### src/rtl/pc_sequencer.sv
// Next-PC controller for the pipelined OTTER core: arbitrates sequential fetch, branch redirects,
// mret returns and interrupts, and parks a redirect that arrives while instruction memory is busy.
module pc_sequencer #(
  parameter logic [31:0] RESET_VEC = 32'h0000_0000
) (
  input  logic        PS_CLK,
  input  logic        PS_RST,
  input  logic [31:0] PS_PC,
  input  logic        PS_STALL,
  input  logic        PS_IMEM_BUSY,
  input  logic        PS_BR_TAKEN,
  input  logic [31:0] PS_BR_TARGET,
  input  logic        PS_MRET,
  input  logic [31:0] PS_MEPC,
  input  logic        PS_INTR,
  input  logic        PS_INTR_EN,
  input  logic [31:0] PS_MTVEC,
  input  logic [31:0] PS_DEC_PC,
  input  logic        PS_DEC_VALID,
  output logic        PS_PC_LD,
  output logic [31:0] PS_PC_DIN,
  output logic        PS_FLUSH,
  output logic        PS_TRAP_TAKEN,
  output logic [31:0] PS_TRAP_EPC
);

  typedef enum logic [1:0] {StBoot, StRun, StPend} state_e;

  state_e      state_q, state_d;
  logic [31:0] pend_q, pend_d;
  logic        in_trap_q, in_trap_d;

  logic        intr_acc;
  logic        redirect;
  logic [31:0] target;

  // Event decode, only meaningful in StRun
  always_comb begin
    intr_acc = PS_INTR & PS_INTR_EN & ~in_trap_q & PS_DEC_VALID & ~PS_MRET;
    redirect = PS_MRET | intr_acc | PS_BR_TAKEN;
    if (PS_MRET) begin
      target = PS_MEPC;
    end else if (intr_acc) begin
      target = PS_MTVEC;
    end else begin
      target = PS_BR_TARGET;
    end
  end

  always_ff @(posedge PS_CLK) begin
    if (PS_RST) begin
      state_q   <= StBoot;
      pend_q    <= 32'h0;
      in_trap_q <= 1'b0;
    end else begin
      state_q   <= state_d;
      pend_q    <= pend_d;
      in_trap_q <= in_trap_d;
    end
  end

  always_comb begin
    state_d   = state_q;
    pend_d    = pend_q;
    in_trap_d = in_trap_q;
    unique case (state_q)
      StBoot: state_d = StRun;
      StRun: begin
        if (PS_MRET) begin
          in_trap_d = 1'b0;
        end else if (intr_acc) begin
          in_trap_d = 1'b1;
        end
        if (redirect && PS_IMEM_BUSY) begin
          pend_d  = target;
          state_d = StPend;
        end
      end
      StPend: begin
        if (!PS_IMEM_BUSY) begin
          state_d = StRun;
        end
      end
      default: state_d = StBoot;
    endcase
  end

  always_comb begin
    PS_PC_LD      = 1'b0;
    PS_PC_DIN     = 32'h0;
    PS_FLUSH      = 1'b0;
    PS_TRAP_TAKEN = 1'b0;
    PS_TRAP_EPC   = 32'h0;
    if (PS_RST) begin
      PS_PC_DIN = RESET_VEC;
    end else begin
      unique case (state_q)
        StBoot: begin
          PS_PC_LD  = 1'b1;
          PS_PC_DIN = RESET_VEC;
          PS_FLUSH  = 1'b1;
        end
        StRun: begin
          if (redirect) begin
            PS_FLUSH  = 1'b1;
            PS_PC_LD  = ~PS_IMEM_BUSY;
            PS_PC_DIN = target;
            // Trap pulses on the event cycle even when the redirect itself is deferred
            if (intr_acc) begin
              PS_TRAP_TAKEN = 1'b1;
              PS_TRAP_EPC   = PS_BR_TAKEN ? PS_BR_TARGET : PS_DEC_PC;
            end
          end else begin
            PS_PC_LD  = ~PS_STALL & ~PS_IMEM_BUSY;
            PS_PC_DIN = PS_PC + 32'd4;
          end
        end
        StPend: begin
          PS_FLUSH  = 1'b1;
          PS_PC_LD  = ~PS_IMEM_BUSY;
          PS_PC_DIN = pend_q;
        end
        default: ;
      endcase
    end
  end

endmodule

### config.mk
export PLATFORM = sky130hd
export DESIGN_NAME = pc_sequencer
export DESIGN_NICKNAME = d
export VERILOG_FILES = /design/src/rtl/pc_sequencer.sv
export SDC_FILE = /design/constraint.sdc
export NUM_CORES = 1
export LEC_CHECK = 0
export ABC_AREA = 1
export CAP_MARGIN = 20
export CORE_MARGIN = 4
export CORE_UTILIZATION = 38
export CTS_CLUSTER_SIZE = 20
export DETAILED_ROUTE_END_ITERATION = 8
export PLACE_DENSITY_LB_ADDON = 0.08
export SLEW_MARGIN = 20
export SYNTH_ARGS = -nofsm -noshare
export SYNTH_HDL_FRONTEND = slang
export SYNTH_SLANG_ARGS = --single-unit
### constraint.sdc
create_clock -name PS_CLK -period 4.8 [get_ports PS_CLK]
set_input_delay 0.72 -clock PS_CLK [delete_from_list [all_inputs] [get_ports PS_CLK]]
set_output_delay 0.72 -clock PS_CLK [all_outputs]
set_load 0.005 [all_outputs]
; After elaboration in Yosys (flattened, before gate mapping)
; Cells that the tools add are included.
[word_totals]
regBits = 35
output_inout_bits = 67
elab_cells = 51
[classes]
addsub = 1
eq_ne = 4
n_mux = 25
n_bitwise = 11
n_reduce_logical = 7
[ops]
columns = operator, n
row1 = $mux W32, 9
row2 = $pmux W32 S2, 1
row3 = $add A32 B3 Y32 const B, 1
row4 = $mux W1, 10
row5 = $pmux W2 S3, 1
row6 = $reduce_and A2 Y1, 3
row7 = $and A1 B1 Y1, 5
row8 = $mux W2, 2
row9 = $ne A2 B2 Y1 const B, 2
row10 = $not A1 Y1, 4
row11 = $pmux W1 S3, 1
row12 = $eq A2 B1 Y1 const B, 1
row13 = $eq A2 B2 Y1 const B, 1
row14 = $logic_not A2 Y1, 1
row15 = $or A1 B1 Y1, 2
row16 = $pmux W1 S2, 1
row17 = $reduce_bool A2 Y1, 1
row18 = $reduce_or A2 Y1, 1
row19 = $logic_and A1 B1 Y1, 1

; Depth between registers and ports, before layout
; Gate-level depths: netlist of the first run.
[logic_depth]
word_depth = 9
ltp_mapped = 10

; Worst setup path before layout of the first run
; OpenSTA, ideal clock, no wires.
[synth_timing]
kind = input-to-output
startpoint = in PS_PC[2]
endpoint = out PS_PC_DIN[28]
arrival_time_ns = 1.782
required_time_ns = 4.080
path_slack_ns = 2.298
path_stages = 9
cell_sequence = ha_1 nand2_1 nor2_1 nand2_1 nor2_1 nand2_1 nand2_1 nand3_1 a21oi_1
[synth_between]
elab_chain_len = 4
[synth_lines]
columns = element, line_no
row1 = "start, declared", 8  ; input logic [31:0] PS_PC,
row2 = $add A32 B3 Y32, 115  ; PS_PC_DIN = PS_PC + 32'd4;
row3 = $mux W32, 104  ; if (redirect) begin
row4 = $pmux W32 S2, 97  ; unique case (state_q)
row5 = $mux W32, 94  ; if (PS_RST) begin
row6 = "end, declared", 21  ; output logic [31:0] PS_PC_DIN,
; No other way between the ends.

; Worst setup path in the final report of the first run
[layout_timing]
startpoint = in PS_MRET
endpoint = out PS_PC_DIN[9]
[layout_between]
elab_chain_len = 7
word_cells_on_any_way = 9
classes_between = mux (5) / bitwise (4)
[layout_lines]
columns = element, line_no
row1 = "start, declared", 13  ; input logic PS_MRET,
row2 = $not A1 Y1, 39  ; intr_acc = PS_INTR & PS_INTR_EN & ~in_trap_q & PS_DEC_VALID & ~PS_MRET;
row3 = $and A1 B1 Y1, 39
row4 = $mux W32 / $or A1 B1 Y1 (equally long branches), "43, 40"
row5 = $mux W32 / $or A1 B1 Y1 (equally long branches), "41, 40"
row6 = $mux W32 (*), 104
row7 = $pmux W32 S2 (*), 97
row8 = $mux W32 (*), 94
; Mark *: on every way between the ends. The rest lies on a longest branch, timed or not.

==> results.txt, run 1 <==
status: complete, no violations
CP max stage delay: 0.53 ns
most numerous cell in the Yosys netlist: nand2_1
Pleak: 0.003052 uW
final HPWL from detailed placement: 14410 um
crit path time final: 4.108 ns
DRC errors left: 0
CTS resizes: 0
sum of buffers and inverters on the critical path: 4
Max Freq: 0.2434 GHz
Sw Ratio: 33.79%
Slowest-stage cell, CP: nor2_4
Top FF cell, synth: dfxtp_1
critical path capture point type: output pin
all-layer global routing usage: 26.03%
drt wl/cell: 14.71 um
Routed Antenna Nets: 0
global route total overflow: 0
CTS tree: done
die area: 0.01348 sq mm
Fin Hold WS: 0.4399 ns
Worst Path Required: 4.08 ns
pwr/cell area: 162.2 mW/mm^2
Hold Buf Count CTS: 0
vias in the first global route: 5602
CTS buffer count: 5
Vias: 5944
Clock Pin Slew Worst Setup and Hold Paths: 0.05 ns
total negative slack: 0 ns
drt via density: 4.884
Crit path max-delay family: buffers and inverters
Tot Pwr: 1129 uW
Int Power: 747.8 uW
RSZ-0062 raised after global routing: no
commonest cells in the netlist: nand2_1 (274), nor2_1 (124), inv_1 (103), nand3_1 (93), a21oi_1 (67)
Starting Density: 38.88%
Synth area leaders: nand2_1 (23%), dfxtp_1 (16%), nand3_1 (10%)
Synth Net Count: 1039
Synth top area share: 23.17%
CP Cell Sequence: clkdlybuf4s50_1 -> inv_2 -> nand3_4 -> nor2_4 -> inv_1 -> nor2_1 -> nor2_1 -> a21oi_1 -> clkdlybuf4s50_1
Yosys Warn Count: 0
clock network power share: 27.7%
Logic pwr share: 43.2%
fin crit share: 85.59%
Final Slew Violations: 0
Layout area overhead: 56.88%
Yosys reg bits: 35
Netlist cell types: 29
total routed wirelength: 17900 um
startpoint types: primary input
1st-pass router iterations: 5
Mapped Cells: 865
share of layout cells above drive strength 1: 5.866%
final setup violating endpoints: 0
Core Region: 0.01142 sq mm
ys async rst share: 0%
DR iter-0 viols: 450
Post-synth EDFFs: 0
H-tree depth: 2
largest net degree at the start of global routing: 60
class of the most critical setup path: in -> out
nets: 1247
area leader, netlist: nand2_1
post-synthesis sequential area ratio: 15.78%
endpoints failing hold: 0
root buf cell: clkbuf_16
Final GP Congestion: 1.002
# rows: 39
Slew HR: 54.87%
num ports: 236
Worst IR Drop VDD: 129.7 uV
non-filler instance count after layout: 1217
ant diodes: 0
die outline width: 116.1 um
power share of the sequential group: 29.1%
global-route wire length before repair: 27880 um
Fin Clk Skew: 0.003729 ns
Mapped Area: 0.004439 sq mm
P_sw: 381.7 uW
clock latency on the worst-skew pair: 0.28 ns
Worst Path Arrival: 3.39 ns
IO buf count: 235
CTS Buffer Depth: 2
die height: 116.1 um
syn_area_per_cell: 5.132 sq um
Worst-Margin Slew: 0.6769 ns
initial antenna violation count: 0
MaxCap Viol Count: 0
DP Cell Count: 1209
worst-path fanout max: 39
Min-Delay Path Class: reg -> reg
Num Clock Sinks: 35
post-CTS setup buffers: 0
## metal layers
metal | vias up | track usage, % | routed length (um)
li1 | 3132 | - | -
met2 | 225 | 46.11 | 8748
met4 | 0 | 6.419 | 403
met1 | 2556 | 32.46 | 7489
met3 | 31 | 4.961 | 1263
met5 | - | 0 | 0
## power groups by stage
stage	registers [uW]	clock network (uW)	logic [uW]
3_5_place_dp	335	0	486
2_1_floorplan	332	0	249
4_1_cts	329	320	489
3_3_place_gp	334	0	487
5_1_grt	332	333	541
6_report	329	313	488
## layout by cell type (no fill, tap or decap), drive strengths merged
cell | Yosys | routed
o21bai | 7 | 7
a211oi | 3 | 3
nor2 | 129 | 129
nand4 | 6 | 6
buf | 20 | 7
nand2 | 276 | 276
a21oi | 67 | 67
o21ai | 35 | 35
a22oi | 4 | 4
clkdlybuf4s50 | 0 | 235
or2 | 34 | 34
xor2 | 2 | 2
clkinv | 1 | 2
ha | 5 | 5
nand3 | 94 | 94
nor3 | 2 | 2
nand3b | 14 | 14
dfxtp | 35 | 35
clkbuf | 21 | 7
inv | 110 | 110
## worst min-delay path: stages (launching register included)
cell     delay [ns]
dfxtp_1        0.31
inv_1          0.05
a21oi_1        0.05
## cell type report
class	instances	area (sq um)
Inverter	111	416.7
Clock buffer	7	132.6
Clock inverter	1	5.005
Sequential cell	35	700.7
Tap cell	143	178.9
Timing Repair Buffer	242	2405
Fill cell	1158	4454
Multi-Input combinational cell	678	3126
## per-stage QoR
step	setup WS, ns	utilization [%]	cell area (sq um)
3_5_place_dp	0.6784	59.79	6827
6_report	0.6918	60.99	6964
5_1_grt	0.4177	60.99	6964
3_3_place_gp	0.7223	59.79	6827
2_1_floorplan	2.298	-	4439
4_1_cts	0.6762	60.99	6964
## kinds of logic after synthesis
logic type                 after synthesis  share of synthesized area (%)
AOI/OAI and AO/OA                      116                          13.87
adders and majority gates                5                          1.409
and+or+nand+nor                        555                          54.74
DFF                                     35                          15.78
xor gates and xnor gates                 2                         0.3947
buffers and inverters                  152                          13.81
## worst paths after layout
kind / cells past startpoint / end / from / slack (ns)
setup / recovery: 9 / PS_PC_DIN[9] / PS_MRET / 0.69
hold / removal: 2 / pend_q[6] / pend_q[6] / 0.44
setup reg to reg: 8 / pend_q[15] / in_trap_q / 2.69
hold reg to reg: 2 / pend_q[6] / pend_q[6] / 0.44
## flip-flops by register name, indices dropped and copies added, names as in the netlist
name,count
pend_q,32
state_q,2
in_trap_q,1
(Power assumes the default switching activity.)
==> run 2: changes to the inputs <==
- SETUP_SLACK_MARGIN: not set -> 0.2
==> results of run 2 <==
The final DEF is identical to that of run 1; final timing and power are the same.
==> run 3: changes to the inputs <==
- ABC_CLOCK_PERIOD_IN_PS: not set -> 4500
- clock period: 4.8 -> 4.5 ns (I/O delays scaled with it)
==> run 3 against run 2 <==
Wire length increased by 1.4%. Clock skew decreased by 0.00058 ns. Global-route usage increased by 0.29 points. Critical path depth increased by 1. Critical endpoint is now PS_PC_DIN[15]. Final cell count increased by 0.16%. Worst setup slack got worse by 0.077 ns. Non-clock buffer count increased by 2. Cell area increased by 1.0%. Clock power increased by 46%. Die area unchanged. Sequential cell count unchanged. Largest power group unchanged.
==> results.txt, run 3 (synthesis results as in run 1) <==
status: complete, no violations (unchanged)
r2r endpoint: pend_q[15] (unchanged)
CTS tree: done (unchanged)
# rows: 39 (unchanged)
total negative slack: 0 ns (unchanged)
initial antenna violation count: 0 (unchanged)
startpoint types: primary input (unchanged)
pwr/cell area: 189.9 mW/mm^2 (was 162.2 mW/mm^2)
die height: 116.1 um (unchanged)
R2R depth: 8 (unchanged)
CTS buffer count: 5 (unchanged)
Final Slew Violations: 0 (unchanged)
Int Power: 912.6 uW (was 747.8 uW)
Fillers: 1195 (was 1158)
H-tree depth: 2 (unchanged)
nets: 1249 (was 1247)
root buf cell: clkbuf_16 (unchanged)
Routed Antenna Nets: 0 (unchanged)
num ports: 236 (unchanged)
critical path capture point type: output pin (unchanged)
hold depth: 2 (unchanged)
class of the most critical setup path: in -> out (unchanged)
ant diodes: 0 (unchanged)
Max Freq: 0.2574 GHz
post-CTS setup buffers: 0 (unchanged)
1st-pass router iterations: 5 (unchanged)
fin crit share: 86.35%
min-delay src: pend_q[6] (unchanged)
Sw Ratio: 31.67% (was 33.79%)
CTS resizes: 0 (unchanged)
drt wl/cell: 14.89 um (was 14.71 um)
commonest cells after routing, fill and taps aside: nand2_1 (274), clkdlybuf4s50_1 (235), nor2_1 (124), inv_1 (103), nand3_1 (93) (unchanged)
global route total overflow: 0 (unchanged)
Core Region: 0.01142 sq mm (unchanged)
Final WS setup: 0.6144 ns (was 0.6918 ns)
crit path time final: 3.886 ns
Final GP Congestion: 0.9242 (was 1.002)
Placement Setup Slack: 0.6415 ns (was 0.6784 ns)
CTS Buffer Depth: 2 (unchanged)
total routed wirelength: 18150 um (was 17900 um)
Worst-Margin Slew: 0.7462 ns (was 0.6769 ns)
die outline width: 116.1 um (unchanged)
endpoints failing hold: 0 (unchanged)
clock latency on the worst-skew pair: 0.29 ns (was 0.28 ns)
Worst Path Arrival: 3.21 ns (was 3.39 ns)
Worst IR Drop VDD: 183.6 uV (was 129.7 uV)
vias in the first global route: 5584 (was 5602)
Clock Pin Slew Worst Setup and Hold Paths: 0.06 ns (was 0.05 ns)
all-layer global routing usage: 26.32% (was 26.03%)
Largest regs: pend_q (32), state_q (2), in_trap_q (1) (unchanged)
Pleak: 0.003084 uW (was 0.003052 uW)
Min-Delay Path Class: reg -> reg (unchanged)
DRC errors left: 0 (unchanged)
Slew HR: 50.26% (was 54.87%)
RR Startpoint: in_trap_q (unchanged)
Final Util: 61.60% (was 60.99%)
share of layout cells above drive strength 1: 6.227% (was 5.866%)
Hold Path Sink: pend_q[6] (unchanged)
Largest Register: pend_q (unchanged)
power share of the sequential group: 26.3% (was 29.1%)
Logic pwr share: 39.3% (was 43.2%)
Vias: 6056 (was 5944)
worst-path fanout max: 28 (was 39)
final HPWL from detailed placement: 14660 um (was 14410 um)
global-route wire length before repair: 28260 um (was 27880 um)
P_sw: 423.0 uW (was 381.7 uW)
max reg flops: 32 (unchanged)
Hold Buf Count CTS: 0 (unchanged)
largest net degree at the start of global routing: 60 (unchanged)
commonest non-fill, non-tap cell in the layout: nand2_1 (unchanged)
RSZ-0062 raised after global routing: no (unchanged)
r2r setup slk: 2.38 ns (was 2.69 ns)
DR iter-0 viols: 580 (was 450)
Layout area overhead: 58.46% (was 56.88%)
Starting Density: 38.88% (unchanged)
drt via density: 4.968 (was 4.884)
MaxCap Viol Count: 0 (unchanged)
clock network power share: 34.3% (was 27.7%)
Tot Pwr: 1336 uW (was 1129 uW)
IO buf count: 235 (unchanged)
die area: 0.01348 sq mm (unchanged)
Fin Clk Skew: 0.003147 ns (was 0.003729 ns)
Num Clock Sinks: 35 (unchanged)
Worst Path Required: 3.83 ns (was 4.08 ns)
final setup violating endpoints: 0 (unchanged)
-- run 3: cell types whose count changed in the layout (fill, tap and decap cells not counted) --
cell        previous run  this run
buf_4                  7         9
bufinv_16              0         2
clkbuf_1               2         0
clkinv_2               1         0
clkinvlp_4             0         1
-- run 3: worst max path at each step --
stage	startpoint	to	slack [ns]
detailed placement	PS_MRET	PS_PC_DIN[15]	0.64
global route	PS_MRET	PS_PC_DIN[15]	0.40
global placement	PS_MRET	PS_PC_DIN[30]	0.66
floorplan	PS_PC[2]	PS_PC_DIN[28]	2.09
CTS	PS_MRET	PS_PC_DIN[15]	0.63
finish	PS_MRET	PS_PC_DIN[15]	0.61
-- run 3: power groups by stage --
stage	sequential, uW	clock [uW]	combinational, uW
finish	352	458	525
global placement	357	0	521
CTS	351	464	524
detailed placement	357	0	521
global route	354	474	581
floorplan	354	0	266
-- run 3: final cells by class --
class | count | area (sq um) | share of cell area, %
flip-flops and latches | 35 | 700.7 | 9.961
clock inverters | 3 | 67.56 | 0.9605
repair buffers | 244 | 2420 | 34.40
inverters | 111 | 416.7 | 5.923
well taps | 143 | 178.9 | 2.544
clock buffers | 5 | 125.1 | 1.779
multi-input cells | 678 | 3126 | 44.43
-- run 3: through the flow --
step	cell area (sq um)	cells	hold slack, ns
detailed placement	6842	1211	0.4370
floorplan	4439	865	0.4209
finish	7034	1219	0.4469
CTS	7034	1219	0.4453
global placement	6842	1211	0.4312
global route	7034	1219	0.4687
-- run 3: critical path: stages --
cell	delay (ns)
clkdlybuf4s50_1	0.46
inv_2	0.35
nand3_4	0.19
nand2_4	0.31
clkinv_1	0.38
nand3_1	0.19
nand3_1	0.08
nand2_1	0.06
inv_1	0.03
clkdlybuf4s50_1	0.46
-- run 3: per-layer routing --
| metal | part of all wire (%) | vias to the layer above | wire length [um] | global-route usage (%) |
|---|---|---|---|---|
| met1 | 42 | 2699 | 7698 | 32.93 |
| met2 | 49 | 204 | 8903 | 47.41 |
| met3 | 6.9 | 16 | 1255 | 5.222 |
| met4 | 1.6 | 0 | 291 | 4.331 |
| li1 | - | 3137 | - | - |
| met5 | 0 | - | 0 | 0 |
